[src/rtl/dram_fifo_pkg.sv]
`default_nettype none
// ============================================================================
// Module  : dram_fifo_pkg
// Brief   : Shared constants, pointer type and full test for dram_fifo32.
// Revision: 1.0 - initial release
// ============================================================================

package dram_fifo_pkg;

  localparam int unsigned DEPTH = 32;
  localparam int unsigned ABITS = 5;

  // Extra MSB distinguishes a full FIFO from an empty one at equal addresses.
  typedef logic [ABITS:0] ptr_t;

  function automatic logic ptr_full(input ptr_t wr, input ptr_t rd);
    return (wr[ABITS] != rd[ABITS]) && (wr[ABITS-1:0] == rd[ABITS-1:0]);
  endfunction

  function automatic logic ptr_empty(input ptr_t wr, input ptr_t rd);
    return (wr == rd);
  endfunction

endpackage

`default_nettype wire

[src/rtl/ram32xw.sv]
`default_nettype none
// ============================================================================
// Module  : ram32xw
// Brief   : WIDTH/2 parallel RAM32M-style 32x2 columns, write on port D,
//           asynchronous read on port A (B/C share the read address, unused).
// Revision: 1.0 - initial release
// ============================================================================

module ram32xw
  import dram_fifo_pkg::*;
#(
  parameter int unsigned WIDTH = 8
)(
  input  logic             clk,
  input  logic             i_we,
  input  logic [ABITS-1:0] i_addrd,
  input  logic [WIDTH-1:0] i_wdata,
  input  logic [ABITS-1:0] i_addra,
  output logic [WIDTH-1:0] o_rdata
);

  localparam int unsigned c_cols = WIDTH / 2;

  genvar g;
  generate
    for (g = 0; g < c_cols; g++) begin : g_col
      logic [1:0] r_mem [DEPTH];

      // Distributed RAM: no reset, contents survive FIFO reset.
      always_ff @(posedge clk) begin
        if (i_we) begin
          r_mem[i_addrd] <= i_wdata[2*g +: 2];
        end
      end

      assign o_rdata[2*g +: 2] = r_mem[i_addra];
    end
  endgenerate

endmodule

`default_nettype wire

[src/rtl/dram_fifo32.sv]
`default_nettype none
// ============================================================================
// Module  : dram_fifo32
// Brief   : 32-deep synchronous FIFO over distributed RAM with registered
//           flags and output. DRAM_FIFO_LEVEL_EN adds level_o / afull_o.
// Revision: 1.0 - initial release
// ============================================================================

module dram_fifo32
  import dram_fifo_pkg::*;
#(
  parameter int unsigned WIDTH = 8,
  parameter int unsigned ABITS = 5,
  parameter int unsigned AFULL = 28
)(
  input  logic             clock_i,
  input  logic             reset_i,
  input  logic             write_i,
  input  logic [WIDTH-1:0] data_i,
  output logic             full_o,
  input  logic             read_i,
  output logic [WIDTH-1:0] data_o,
  output logic             valid_o,
  output logic             empty_o
`ifdef DRAM_FIFO_LEVEL_EN
  ,
  output logic [ABITS:0]   level_o,
  output logic             afull_o
`endif
);

  generate
    if (ABITS != 5) begin : g_abits_check
      $error("dram_fifo32: ABITS must be 5");
    end
    if ((WIDTH % 2) != 0 || WIDTH == 0) begin : g_width_check
      $error("dram_fifo32: WIDTH must be even and non-zero");
    end
    if (AFULL > DEPTH) begin : g_afull_check
      $error("dram_fifo32: AFULL exceeds depth");
    end
  endgenerate

  ptr_t             r_wr_ptr;
  ptr_t             r_rd_ptr;
  ptr_t             w_wr_next;
  ptr_t             w_rd_next;
  logic             r_full;
  logic             r_empty;
  logic             r_valid;
  logic [WIDTH-1:0] r_data;
  logic [WIDTH-1:0] w_rdata;
  logic             w_push;
  logic             w_pop;

  // Requests against a registered blocking flag are simply dropped.
  assign w_push    = write_i & ~r_full;
  assign w_pop     = read_i & ~r_empty;
  assign w_wr_next = r_wr_ptr + ptr_t'(w_push);
  assign w_rd_next = r_rd_ptr + ptr_t'(w_pop);

  ram32xw #(
    .WIDTH (WIDTH)
  ) u_ram (
    .clk     (clock_i),
    .i_we    (w_push),
    .i_addrd (r_wr_ptr[ABITS-1:0]),
    .i_wdata (data_i),
    .i_addra (r_rd_ptr[ABITS-1:0]),
    .o_rdata (w_rdata)
  );

  // Flags come from next-state pointers so they are exact in the cycle after.
  always_ff @(posedge clock_i) begin
    if (reset_i) begin
      r_wr_ptr <= '0;
      r_rd_ptr <= '0;
      r_full   <= 1'b0;
      r_empty  <= 1'b1;
      r_valid  <= 1'b0;
      r_data   <= '0;
    end else begin
      r_wr_ptr <= w_wr_next;
      r_rd_ptr <= w_rd_next;
      r_full   <= ptr_full(w_wr_next, w_rd_next);
      r_empty  <= ptr_empty(w_wr_next, w_rd_next);
      r_valid  <= w_pop;
      if (w_pop) begin
        r_data <= w_rdata;
      end
    end
  end

  assign full_o  = r_full;
  assign empty_o = r_empty;
  assign valid_o = r_valid;
  assign data_o  = r_data;

`ifdef DRAM_FIFO_LEVEL_EN
  typedef logic [ABITS:0] level_t;
  localparam level_t c_afull = level_t'(AFULL);

  level_t r_level;
  level_t w_level_next;
  logic   r_afull;

  always_comb begin
    w_level_next = r_level;
    case ({w_push, w_pop})
      2'b10:   w_level_next = r_level + level_t'(1);
      2'b01:   w_level_next = r_level - level_t'(1);
      default: w_level_next = r_level;
    endcase
  end

  always_ff @(posedge clock_i) begin
    if (reset_i) begin
      r_level <= '0;
      r_afull <= 1'b0;
    end else begin
      r_level <= w_level_next;
      r_afull <= (w_level_next >= c_afull);
    end
  end

  assign level_o = r_level;
  assign afull_o = r_afull;
`endif

endmodule

`default_nettype wire
[config.mk]
export PLATFORM = sky130hd
export DESIGN_NAME = dram_fifo32
export DESIGN_NICKNAME = d
export VERILOG_FILES = /design/src/rtl/dram_fifo_pkg.sv /design/src/rtl/ram32xw.sv /design/src/rtl/dram_fifo32.sv
export SDC_FILE = /design/constraint.sdc
export NUM_CORES = 1
export LEC_CHECK = 0
export ABC_AREA = 1
export CORE_MARGIN = 3
export CORE_UTILIZATION = 66
export CTS_CLUSTER_DIAMETER = 100
export DETAILED_ROUTE_END_ITERATION = 8
export GPL_ROUTABILITY_DRIVEN = 1
export PLACE_DENSITY = 0.81
export SKIP_CTS_REPAIR_TIMING = 1
export SLEW_MARGIN = 20
export SYNTH_ARGS = -nofsm -noshare
export SYNTH_HDL_FRONTEND = slang
export SYNTH_SLANG_ARGS = --single-unit
export TNS_END_PERCENT = 50
[constraint.sdc]
create_clock -name clock_i -period 4.1 [get_ports clock_i]
set_input_delay 1.23 -clock clock_i [delete_from_list [all_inputs] [get_ports clock_i]]
set_output_delay 1.23 -clock clock_i [all_outputs]
set_load 0.01 [all_outputs]
# --- Word-level counts from Yosys, hierarchy flattened ---
# Memory sizes are Yosys's and may differ from the RTL's. A register that Yosys moved wholly into a read port is not among the register bits.
# Index checks and enable logic that the tools add are counted.
totals:
  register_bits: 15
  latchBits: 0
  mem_bits_rw: 256
  romBits: 0
  input_bits: 12
  out_inout_bits: 11
  wordCells: 21
  n_memories: 4
memory_table:
  columns: ["memory", "depth", "width", "read_ports", "rd_ports_with_merged_regs", "wr", "line_no", "text"]
  rows:
  - ["u_ram.g_col[0].r_mem", 32, 2, 1, 1, 1, "ram32xw.sv:27", "logic [1:0] r_mem [DEPTH];"]
  - ["u_ram.g_col[1].r_mem", 32, 2, 1, 1, 1, "ram32xw.sv:27", null]
  - ["u_ram.g_col[2].r_mem", 32, 2, 1, 1, 1, "ram32xw.sv:27", null]
  - ["u_ram.g_col[3].r_mem", 32, 2, 1, 1, 1, "ram32xw.sv:27", null]
classes:
  addsub: 2
  n_mul: 0
  n_div: 0
  magnitude_cmp: 0
  eq_ne: 3
  shifts: 0
  mux: 2
  bitwise: 4
  n_reduce_logical: 1
ops:
  columns: ["op", "count"]
  rows:
  - ["6-bit by 1-bit adder with 6-bit output", 2]
  - ["6-bit == test", 1]
  - ["5-bit == test", 1]
  - ["1-bit AND", 2]
  - ["1-bit 2-to-1 mux", 2]
  - ["1-bit inverter", 2]
  - ["1-bit logical AND", 1]
  - ["1-bit inequality test", 1]

# --- Longest topological paths before layout ---
logic_depth:
  ltp_word: 5
  depth_mapped: 12
  mapped_depth_nobuf: 11

# --- Hierarchy ---
# A second synthesis with hierarchy kept.
hier_totals:
  cells_unflattened: 1055
  hier_area_um2: 11654.9
modules_own_cells:
  columns: ["module", "n_inst", "cells_per_inst", "area_per_inst_um2", "seq_area_each_um2"]
  rows:
  - ["ram32xw", 1, 914, 10626.4, 7687.4]
  - ["dram_fifo32", 1, 141, 1028.5, 460.4]

# --- Least setup slack after synthesis ---
# OpenSTA, ideal clock, no wires.
synth_path:
  path_kind: "input-to-reg"
  from: "input read_i"
  to: "register r_empty, in the netlist empty_o"
  setup_time_ps: 60
  t_arrival_ps: 2833
  required_ps: 4040
  slack_ps: 1207
  path_stages: 10
  cell_sequence: "inv_1 -> nor2_1 -> clkbuf_1 -> ha_1 -> ha_1 -> xor2_1 -> xnor2_1 -> nor3_2 -> nand3_1 -> nand2_1"
synth_between:
  elab_chain_len: 3
synth_rtl:
  columns: ["element", "line_no", "text"]
  rows:
  - ["start: declaration", "dram_fifo32.sv:21", "input logic read_i,"]
  - ["1-bit AND", "dram_fifo32.sv:58", "assign w_pop = read_i & ~r_empty;"]
  - ["named net w_pop", "dram_fifo32.sv:54", "logic w_pop;"]
  - ["6-bit by 1-bit adder with 6-bit output", "dram_fifo32.sv:60", "assign w_rd_next = r_rd_ptr + ptr_t'(w_pop);"]
  - ["6-bit == test", "dram_fifo_pkg.sv:21", "return (wr == rd);"]
  - ["end signal: assignment", "dram_fifo32.sv:86", "r_empty <= ptr_empty(w_wr_next, w_rd_next);"]
  - ["end: declaration", "dram_fifo32.sv:49", "logic r_empty;"]
# The timed path passes the listed nets, and every way through them passes these cells.
# A chain may end at the register's enable or synchronous reset.

# --- Worst setup path in the final report ---
layout_path:
  from: "register r_rd_ptr[0]"
  to: "register r_empty, in the netlist empty_o"
layout_between:
  elab_chain_len: 2
layout_rtl:
  columns: ["element", "line_no", "text"]
  rows:
  - ["start: declaration", "dram_fifo32.sv:45", "ptr_t r_rd_ptr;"]
  - ["start signal: assignment", "dram_fifo32.sv:84", "r_rd_ptr <= w_rd_next;"]
  - ["6-bit by 1-bit adder with 6-bit output", "dram_fifo32.sv:60", null]
  - ["6-bit == test", "dram_fifo_pkg.sv:21", null]
# No other way between the ends.

==> metrics.md <==
| Metric | Value |
|---|---|
| Hold crit path type | `reg2reg` |
| Post-Synth Adder-Cell Area | `less than 1%` |
| Number of global-route vias before repair | `roughly 7.6k` |
| Worst-path clk slew | `about 0.06 ns` |
| Dpl cell area | `between 10000 and 15000 um2` |
| Count of flip-flops with a built-in enable after synthesis | `256` |
| Pre-antenna DRT Iters | `6` |
| Mux cell area share after synthesis | `0%` |
| Max cap viols | `0` |
| Setup Viol. Count Final | `0` |
| Vias per cell | `6.201` |
| Die X | `around 140 um` |
| IO Pins | `23` |
| Crit-path max FO | `81` |
| Antenna violations before repair | `0` |
| Largest net degree at the start of global routing | `a little over 80` |
| Post-Syn Nets | `1034` |
| Cells after DPL | `about 1.3k` |
| First-pass GRT wire length | `~43 mm` |
| Fin nets | `about 1.1k` |
| Synth Flop Type | `edfxtp_1` |
| Slew Viols, Final | `0` |
| Antenna-violating nets left | `0` |
| Routability Congestion | `0.9469` |
| Via count | `between 8k and 9k` |
| Nature of the critical path endpoint | `flop` |
| Sequential share of the synthesized area | `71.29%` |
| RSZ-0062 raised after global routing | `no` |
| Required time of the critical path | `4.57 ns` |
| Setup TNS | `0 ns` |
| Die Area | `18930 um2` |
| Largest area contributor in the netlist | `edfxtp_1` |
| TritonCTS Sinks | `279` |
| Drt wl/cell | `21.93 um` |
| Die Ht | `~140 um` |
| Outcome | `finished clean` |
| Setup Crit Path Kind | `reg2reg` |
| Mapped cell area | `11430 um2` |
| Commonest cells in the netlist | `354 x nand2_1, 256 x edfxtp_1, 211 x nand3_1` |
| Starting density of the core | `68.20%` |
| Top cells by area in the synthesized netlist | `edfxtp_1 67%, nand2_1 12%, nand3_1 9.2%, dfxtp_1 4.0%, nor2_1 1.7%` |
| Gr usage total | `a little over 30%` |
| CTS root buf | `clkbuf_16` |
| Compound-Gate Fraction of Synth Area | `0.8758%` |
| Leak | `4.758 nW` |
| Share of the synthesized area in the top cell type | `67.26%` |
| Layout cell share with drive strength beyond 1 | `8.696%` |
| Final Hold Viols | `0` |
| Simple-gate share of the synthesized area | `22.87%` |
| DR iter-0 viols | `1399` |
| Data arrival, critical path | `3.48 ns` |
| Peak supply drop | `slightly below 400 uV` |
| IO buf count | `22` |
| Clk_lat worst skew | `between 0.5 and 0.6 ns` |
| Netlist cell types | `22` |
| Total Wirelength | `28.53 mm` |
| Residual DRC | `0` |
| CP max stage cell | `buf_4` |
| Core area | `around 17000 um2` |
| CTS max path bufs | `3` |
| Fin crit period | `3.008 ns` |
| Worst rel slew slack | `45.11%` |
| Crit path buf inv count | `1` |
| Area grow syn2layout | `12.13%` |
| Syn_area_per_cell | `11.24 um2` |
| Site Rows | `47` |
| Yosys Warn Count | `0` |
| Slew of the pin with the lowest slew margin | `around 0.82 ns` |
| Clk_skew | `0.01600 ns` |
| Post-synth ARST share | `0%` |
| Xor/xnor share of the synthesized area | `less than 1%` |
| Num CTS Buffers | `27` |
| Yosys reg bits | `279` |
| PwrDens | `478.7 nW/um2` |
| Crit path largest cell delay | `0.72 ns` |
| Final period utilization | `73.36%` |
| Overflow after GRT | `0` |
| Final std cells w/o fill | `1301` |
| N_diodes | `0` |
| Fmax | `between 300 and 400 MHz` |
| CTS tree | `yes` |
| Dpl hpwl | `~16 mm` |
| Nature of the critical path startpoint | `flop` |
| Cells after Synth | `1017` |
| Most common cell in the netlist | `nand2_1` |
| Htree depth | `1` |
| Largest family of logic cells by synthesized area | `simple AND/OR/NAND/NOR gates` |
| CP Cell Sequence | `buf_4 > ha_1 > ha_1 > nand3_1 > xor2_1 > xnor2_1 > nand3_1 > nand2_1` |
| Critical path's top delay family | `buffers and inverters` |
| Finished Cell Area | `around 13000 um2` |
==> sequential cells by signal (all words and copies together), names as in the netlist <==
signal,cells
data_o,8
empty_o,1
full_o,1
r_rd_ptr,6
r_wr_ptr,6
u_ram.g_col.r_mem,256
valid_o,1
==> worst paths after layout <==
kind                          start                 end  slack (ns)  depth (start not counted)
min reg2reg      empty_o$_SDFF_PP1_  valid_o$_SDFF_PP0_        0.50                          1
max reg2reg  r_rd_ptr[0]$_SDFF_PP0_  empty_o$_SDFF_PP1_        1.09                          8
max          r_rd_ptr[0]$_SDFF_PP0_  empty_o$_SDFF_PP1_        1.09                          8
min              empty_o$_SDFF_PP1_  valid_o$_SDFF_PP0_        0.50                          1
==> metal layers <==
| metal | wire length (um) | GRT usage [%] | up-vias | part of all wire (%) |
|---|---|---|---|---|
| li1 | - | - | 3588 | - |
| met1 | 10800 | 42.96 | 3736 | 38 |
| met2 | 12960 | 47.80 | 620 | 45 |
| met3 | 3310 | 6.026 | 123 | 12 |
| met4 | 1464 | 14.36 | 0 | 5.1 |
| met5 | 0 | 0 | - | 0 |
==> kinds of logic (layout without fill, tap and decap cells) <==
logic type	Yosys count	after routing
AND/OR/NAND/NOR	622	622
adder cells (fa/ha/maj)	5	5
XOR/XNOR	10	10
flip-flops	279	279
AO/OA/AOI/OAI	20	20
buffers and inverters	81	145
==> placed cells by master (no fill, tap or decap), types with 3 or more instances in the layout <==
master	count
ha_1	5
clkinv_2	5
nand2_1	354
dfxtp_1	21
edfxtp_1	256
nand3_1	211
bufinv_16	3
clkdlybuf4s50_1	20
xor2_1	7
xnor2_1	3
buf_4	48
o21ai_0	6
inv_1	21
clkinv_1	7
nor2_1	52
clkbuf_1	7
clkbuf_16	27
a21oi_1	14
==> layout make-up <==
type                            count  area, um2
Inverter                           26      98.84
Clock inverter                     15      152.6
Clock buffer                       34      701.9
Sequential cell                   279       8153
Multi-Input combinational cell    657       2864
Tap cell                          220      275.3
Fill cell                         966       3944
Timing Repair Buffer               70      570.5
==> power breakdown <==
group	internal [mW]	switching (mW)	total (mW)	leakage, nW
logic	0.161	0.387	0.548	1.85
clock network	1.40	1.02	2.41	0.411
registers	3.14	0.0364	3.17	2.49
==> metrics by stage <==
stage | hold WS [ns] | total power, mW | setup WS [ns] | util (%)
after floorplan | 0.4868 | 3.562 | 1.207 | -
after global placement | 0.4554 | 3.743 | 0.7092 | 71.37
after detailed placement | 0.4755 | 3.759 | 0.6913 | 71.37
after CTS | 0.5059 | 6.132 | 1.137 | 76.47
after global routing | 0.5263 | 6.319 | 0.9081 | 76.47
final | 0.4987 | 6.135 | 1.092 | 76.47
(Power assumes the default switching activity.)
